## config.mk

```make
export PLATFORM = sky130hd
export DESIGN_NAME = rr_scheduling_kernel
export DESIGN_NICKNAME = d
export VERILOG_FILES = /design/src/rtl/rr_sched_pkg.sv /design/src/rtl/rr_scheduling_kernel_rr_pick.sv /design/src/rtl/rr_scheduling_kernel.sv
export SDC_FILE = /design/constraint.sdc
export NUM_CORES = 1
export LEC_CHECK = 0
export CORE_ASPECT_RATIO = 1.5
export CORE_MARGIN = 3
export CORE_UTILIZATION = 59
export DETAILED_ROUTE_END_ITERATION = 6
export PLACE_DENSITY_LB_ADDON = 0.2
export SYNTH_ARGS = -nofsm -noshare
export SYNTH_HDL_FRONTEND = slang
export SYNTH_SLANG_ARGS = --single-unit
export TNS_END_PERCENT = 5
```

## constraint.sdc

```tcl
create_clock -name clk -period 4.8 [get_ports clk]
set_input_delay 0.48 -clock clk [delete_from_list [all_inputs] [get_ports clk]]
set_output_delay 0.48 -clock clk [all_outputs]
set_load 0.01 [all_outputs]
```

## src/rtl/rr_sched_pkg.sv

```systemverilog
// Shared definitions for the round-robin scheduling kernel: default sizing
// and the pivot arithmetic used by the kernel's pivot registers.
package rr_sched_pkg;

  localparam int DEF_NCONSUMERS = 8;
  localparam int DEF_NBANKS     = 4;
  localparam int DEF_NPORTS     = 2;

  // Staggered starting pivot of kernel (bank, port), so that the ports of
  // one bank begin their rotation at different consumers.
  function automatic int unsigned pivot_init(input int unsigned bank,
                                             input int unsigned port,
                                             input int unsigned nbanks,
                                             input int unsigned nconsumers);
    return (port * nbanks + bank) % nconsumers;
  endfunction

  // Advance a pivot by one consumer. The wrap is an explicit compare so
  // that non-power-of-two consumer counts rotate correctly.
  function automatic int unsigned rr_next(input int unsigned pivot,
                                          input int unsigned nconsumers);
    return (pivot == nconsumers - 1) ? 0 : pivot + 1;
  endfunction

endpackage

```

## src/rtl/rr_scheduling_kernel_rr_pick.sv

```systemverilog
// Rotating-priority first-set finder: returns the first set bit of mask
// when scanning upward from pivot and wrapping around to bit 0.
module rr_pick #(
  parameter int N  = 8,
  parameter int CW = 3
) (
  input  logic [N-1:0]  mask,
  input  logic [CW-1:0] pivot,
  output logic          valid,
  output logic [CW-1:0] idx
);

  // Two-pass scan: indices at or above the pivot first, then the wrapped part.
  always_comb begin
    // NOTE: combinational logic uses blocking '=' and assigns every output
    // a default first, so no path leaves a value held (no latch).
    valid = 1'b0;
    idx   = '0;
    for (int i = 0; i < N; i++) begin
      if (!valid && mask[i] && (i >= int'(pivot))) begin
        valid = 1'b1;
        idx   = CW'(i);
      end
    end
    for (int i = 0; i < N; i++) begin
      if (!valid && mask[i] && (i < int'(pivot))) begin
        valid = 1'b1;
        idx   = CW'(i);
      end
    end
  end

endmodule

```

## src/rtl/rr_scheduling_kernel.sv

```systemverilog
// Round-robin crossbar arbiter between NCONSUMERS requesters and
// NBANKS x NPORTS bank ports. Each (bank, port) kernel owns a free-running
// pivot; grants are combinational on the current pivots and requests.
module rr_scheduling_kernel
  import rr_sched_pkg::*;
#(
  parameter int NCONSUMERS = DEF_NCONSUMERS,
  parameter int NBANKS     = DEF_NBANKS,
  parameter int NPORTS     = DEF_NPORTS,
  localparam int NKERNELS  = NBANKS * NPORTS,
  localparam int CW        = $clog2(NCONSUMERS),
  localparam int BW        = (NBANKS > 1) ? $clog2(NBANKS) : 1,
  localparam int PW        = (NPORTS > 1) ? $clog2(NPORTS) : 1
) (
  input  logic                     clk,
  input  logic                     reset,
  input  logic [NCONSUMERS-1:0]    req_valid,
  input  logic [NCONSUMERS*BW-1:0] req_bank,
  output logic [NCONSUMERS-1:0]    grant,
  output logic [NCONSUMERS*PW-1:0] grant_port,
  output logic [NKERNELS-1:0]      kernel_valid,
  output logic [NKERNELS*CW-1:0]   kernel_consumer
);

  typedef logic [CW-1:0] cid_t;
  typedef logic [BW-1:0] bid_t;
  typedef logic [PW-1:0] pid_t;

  cid_t rr_pivots   [NKERNELS];
  cid_t rr_pivots_d [NKERNELS];
  cid_t win_idx     [NKERNELS];

  // Every pivot advances by one each cycle, regardless of traffic.
  always_comb begin
    for (int k = 0; k < NKERNELS; k++) begin
      rr_pivots_d[k] = cid_t'(rr_next(32'(rr_pivots[k]), NCONSUMERS));
    end
  end

  // Pivot register array; reset reloads the staggered start values at once.
  always_ff @(posedge clk or posedge reset) begin
    // NOTE: state is updated with non-blocking '<=' so every pivot samples
    // the pre-edge values; blocking here would create order-dependent races.
    if (reset) begin
      for (int k = 0; k < NKERNELS; k++) begin
        rr_pivots[k] <= cid_t'(pivot_init(k / NPORTS, k % NPORTS, NBANKS, NCONSUMERS));
      end
    end else begin
      for (int k = 0; k < NKERNELS; k++) begin
        rr_pivots[k] <= rr_pivots_d[k];
      end
    end
  end

  for (genvar b = 0; b < NBANKS; b++) begin : g_bank
    logic [NCONSUMERS-1:0] req_mask;
    // taken[p] holds consumers already won by ports below p of this bank.
    logic [NCONSUMERS-1:0] taken [NPORTS+1];

    // Consumers targeting this bank; out-of-range bank ids never match.
    always_comb begin
      req_mask = '0;
      for (int i = 0; i < NCONSUMERS; i++) begin
        req_mask[i] = req_valid[i] && (req_bank[i*BW +: BW] == bid_t'(b));
      end
    end

    assign taken[0] = '0;

    for (genvar p = 0; p < NPORTS; p++) begin : g_port
      localparam int K = b * NPORTS + p;
      logic [NCONSUMERS-1:0] cand;
      logic                  pick_valid;
      cid_t                  pick_idx;

      assign cand = req_mask & ~taken[p];

      rr_pick #(
        .N  (NCONSUMERS),
        .CW (CW)
      ) u_pick (
        .mask  (cand),
        .pivot (rr_pivots[K]),
        .valid (pick_valid),
        .idx   (pick_idx)
      );

      assign taken[p+1] = taken[p] |
                          (pick_valid ? (NCONSUMERS'(1) << pick_idx) : '0);

      assign kernel_valid[K]             = pick_valid;
      assign kernel_consumer[K*CW +: CW] = pick_idx;
      assign win_idx[K]                  = pick_idx;
    end
  end

  // Map each winning kernel back onto its consumer's grant and port.
  always_comb begin
    grant      = '0;
    grant_port = '0;
    for (int i = 0; i < NCONSUMERS; i++) begin
      for (int k = 0; k < NKERNELS; k++) begin
        if (kernel_valid[k] && (win_idx[k] == cid_t'(i))) begin
          grant[i]              = 1'b1;
          grant_port[i*PW +: PW] = pid_t'(k % NPORTS);
        end
      end
    end
  end

endmodule

```

==> reports/metrics.yaml, run 1 <==
run_status:
  status: "did not finish"
  lastStage: "global routing"
  stop_error: "[ERROR GRT-0116] Global routing finished with congestion. Check the congestion regions in the DRC Viewer."
clocking:
  ctsHtreeMaxLevel: 1
  root_buffer: "clkbuf_16"
  clockBufferDepth: 2
  cts_sinks: 24
  cts_inserted_buffers: 3
synthesis:
  syn_nets: 901
  yosysWarnings: 0
  avgSynthCellArea_um2: 7.12
  synth_edf_count: 0
  synthFlopType: "dfstp_2"
  synthCells: 843
  synth-async-reset-ratio: 1.00
  yosys_register_bits: 24
  yosysSeqAreaShare: 0.103
  synth_area_um2: 6000
  synth.distinct_cells: 104
floorplan:
  die_h_um: 130
  die_width_um: 88.4
  start_util: 0.613
  io_pins: 74
  rows: 44
global_route:
  grt_first_pass_wirelength_um: 59800
  track_usage: 0.678
  grt-ovfl-total: 6
  grt_pass1_vias: 10851
  grt_max_degree: 25
placed_design:
  io_buffers: 73
  place.gp.congestion: 1.21
  dp_hpwl_um: 22200
cells by family after synthesis:
kind of cell,share of synthesized area
flip-flops,0.103
buffers and inverters,0.0644
AO/OA/AOI/OAI,0.372
adder cells (fa/ha/maj),0.0667
AND/OR/NAND/NOR,0.390
multiplexers,0.00417
timing repair:
action / in CTS
endpoints found under the setup margin: 28
pin swaps: 12
resized for setup: 67
hold buffers: 0
setup buffers: 9
endpoints found under the hold margin: 0
stage by stage:
step / area (µm²) / worst slack, ps / TNS, ps / hold WS [ps] / cells
global placement: 8460 / -274 / -3090 / 522 / 1232
CTS: 8850 / -209 / -1590 / 551 / 1245
detailed placement: 8460 / -425 / -6260 / 538 / 1232
floorplan: 6000 / 562 / 0 / 467 / 843
metal layers:
metal / GRT overflow / global-route usage
met1: 0 / 0.665
met2: 2 / 0.865
met3: 0 / 0.517
met4: 4 / 0.656
met5: 0 / 0.168
Yosys cell counts (11+ instances only):
cell	n	area (µm²)
nor2_1	87	327
nand2_1	73	274
o21ai_0	47	235
a21oi_1	45	225
nor3_1	39	195
nand3_1	34	170
ha_1	32	400
inv_1	30	113
nand3b_1	19	143
buf_2	16	80.1
buf_4	16	120
and3b_1	15	131
o31ai_1	15	113
nor2b_1	14	87.6
o211ai_1	14	105
nand4_1	13	81.3
a31oi_1	12	75.1
dfrtp_1	12	300
dfstp_2	12	315
or2_2	12	75.1
a211oi_1	11	82.6
and2_1	11	68.8
==> run 2, diff against run 1 <==
- CORE_ASPECT_RATIO: 1.5 -> unset
- CORE_UTILIZATION: 59 -> 40
- PLACE_DENSITY_LB_ADDON: 0.2 -> 0.15
==> reports/metrics.yaml, run 2 <==
run_status:
  status: "finished with violations"
  violations: "DRC, setup timing"
power_and_ir_drop:
  vdd_drop_max_mv: 0.0986
  power_mw: 1.33
  leakage_nw: 4.45
  powerDensity_nw_per_um2: 141
routing:
  avgRoutedWirePerCell_um: 19.3
  drt_iter0_markers: 847
  viasPerCell: 6.09
  ant_nets: 0
  routed_wl_um: 26100
  vias: 8216
  detail_route.first_pass.iterations: 7
  drc: 1
synthesis:
  synth_most_common_cell: "nor2_1"
  netlist_top_cells_area: "ha_1, nor2_1, dfstp_2, dfrtp_1, nand2_1"
  yosysSeqAreaShare: 0.103
  avgSynthCellArea_um2: 7.12
  synth_area_um2: 6000
  synth-async-reset-ratio: 1.00
  synthTopCellsByCount: "nor2_1, nand2_1, o21ai_0"
  synth_largest_area_cell: "ha_1"
  syn_nets: 901
  yosysTopAreaCellShare: 0.0667
  synth.distinct_cells: 104
  synthCells: 843
  yosys_register_bits: 24
  synthFlopType: "dfstp_2"
  synth_edf_count: 0
  yosysWarnings: 0
layout:
  layout_commonest_cell: "buf_4"
  largest_register_ffs: 24
  diodes: 0
  design_area_um2: 9390
  stdcell_count: 1350
  top_register: "rr_pivots"
  layout-drive-gt1-share: 0.367
  syn_to_final_growth_pct: 56.4
  reg_top3: "rr_pivots x24"
  nets: 1225
  final_cell_mix: "buf_4, nor2_1, nand2_1, o21ai_0, a21oi_1"
clocking:
  root_buffer: "clkbuf_16"
  ctsHtreeMaxLevel: 1
  cts_sinks: 24
  cts_tree: "built"
  cts_inserted_buffers: 3
  clk-insertion-delay-late_ps: 270
  clkSlewWorstSetupHoldPaths_ps: 80
  clockBufferDepth: 2
setup_path:
  required_ps: 4320
  timing.critical_path.to_type: "output pin"
  crit_fanout: 5
  crit_path_end: "grant[5]"
  path_class: "in -> out"
  r2r-end: "rr_pivots[13]$_DFF_PP0_"
  reg2reg_setup_slack_ps: 3500
  setup.worst_path.start_class: "input pin"
  reg2reg_from: "rr_pivots[12]$_DFF_PP1_"
  ff2ff_path_depth: 3
  crit_path_start: "req_valid[0]"
  cp.arrival_ps: 4550
placed_design:
  dp_hpwl_um: 21300
  pre_cts_ws_ps: -368
  place.gp.congestion: 1.02
  dp.cells: 1333
  io_buffers: 73
  placed_area_um2: 8780
floorplan:
  die_h_um: 129
  dieArea_um2: 16500
  io_pins: 74
  rows: 44
  start_util: 0.411
  die_width_um: 129
  coreArea_um2: 14600
sta:
  fmax_mhz: 199
  fin_crit_sh: 1.05
  slew_headroom: 0.577
  worstMarginPinSlew_ps: 626
  rsz0062_at_grt: "true"
  layout_min_cycle_time_ps: 5030
  setup_viol: 4
  finalClockSkew_ps: 0.511
  maxSlewViolCount: 0
  hold_viol: 0
  hold_ws_ps: 540
  setup_slack_ps: -231
job:
  drv_cap: 0
global_route:
  grt-ovfl-total: 0
  track_usage: 0.298
  antenna_found_initial: 0
  grt_pass1_vias: 7530
  grt_max_degree: 25
  grt_first_pass_wirelength_um: 39500
worst_hold_path:
  holdCritPathClass: "reg -> reg"
## run 2: cell counts after synthesis
No cell type changed its count.
## run 2: routing by layer
| layer | share of wire | GRT usage | up-vias | wire length, µm |
|---|---|---|---|---|
| li1 | - | - | 3918 | - |
| met1 | 0.44 | 0.409 | 3880 | 11400 |
| met2 | 0.45 | 0.497 | 359 | 11900 |
| met3 | 0.084 | 0.0365 | 59 | 2180 |
| met4 | 0.027 | 0.0784 | 0 | 694 |
| met5 | 0 | 0 | - | 0 |
## run 2: worst min path at each step
stage	to	slack (ps)	cells after the start	startpoint
floorplan	rr_pivots[6]$_DFF_PP0_	470	1	rr_pivots[6]$_DFF_PP0_
global placement	rr_pivots[0]$_DFF_PP1_	530	1	rr_pivots[0]$_DFF_PP1_
detailed placement	rr_pivots[6]$_DFF_PP0_	530	1	rr_pivots[6]$_DFF_PP0_
CTS	rr_pivots[6]$_DFF_PP0_	540	1	rr_pivots[6]$_DFF_PP0_
global route	rr_pivots[6]$_DFF_PP0_	570	1	rr_pivots[6]$_DFF_PP0_
finish	rr_pivots[6]$_DFF_PP0_	540	1	rr_pivots[6]$_DFF_PP0_
## run 2: worst max-delay path, cell delays in order
cell and delay, ps:
clkdlybuf4s50_1 460, buf_4 160, nand3b_1 210, a32oi_2 160
buf_4 190, o41ai_2 350, nand3_1 150, and4b_1 250
a211o_1 310, nor2b_1 150, nand4_1 120, nand2_1 140
nor3_2 270, o21ai_1 140, or4_1 510, clkdlybuf4s50_1 510
## run 2: stage by stage
step                       util  TNS [ps]
after floorplan               -         0
after global placement    0.602     -5120
after detailed placement  0.602     -4830
after CTS                 0.625     -2480
after global routing      0.643     -1950
final                     0.643      -660
## run 2: power by group
part	total, mW	switching [mW]	internal [mW]
sequential	0.203	0	0.203
clock	0.209	0.0949	0.115
combinational	0.914	0.452	0.462
total	1.33	0.547	0.779
## run 2: what timing repair did
action                                  CTS  global route
resized for setup                        50            57
pin swaps                                 8            20
endpoints found under the setup margin   25            27
buffers inserted                          6             6
cloned                                    1             0
hold buffers                              0             0
## run 2: logic make-up after synthesis
| group | Yosys count | synth area share |
|---|---|---|
| flip-flops | 24 | 0.103 |
| AO/OA/AOI/OAI | 295 | 0.372 |
| multiplexers | 2 | 0.00417 |
| AND/OR/NAND/NOR | 413 | 0.390 |
| adder cells (fa/ha/maj) | 32 | 0.0667 |
| buffers and inverters | 77 | 0.0644 |
## run 2: area by class of cell
cell class / instances / area, µm²
clock buffers: 4 / 78.8
fillers: 1347 / 5200
inverters: 33 / 126
multi-input cells: 743 / 5380
flip-flops and latches: 24 / 616
well taps: 184 / 230
repair buffers: 362 / 2960
Power figures use the tool's default switching activity.
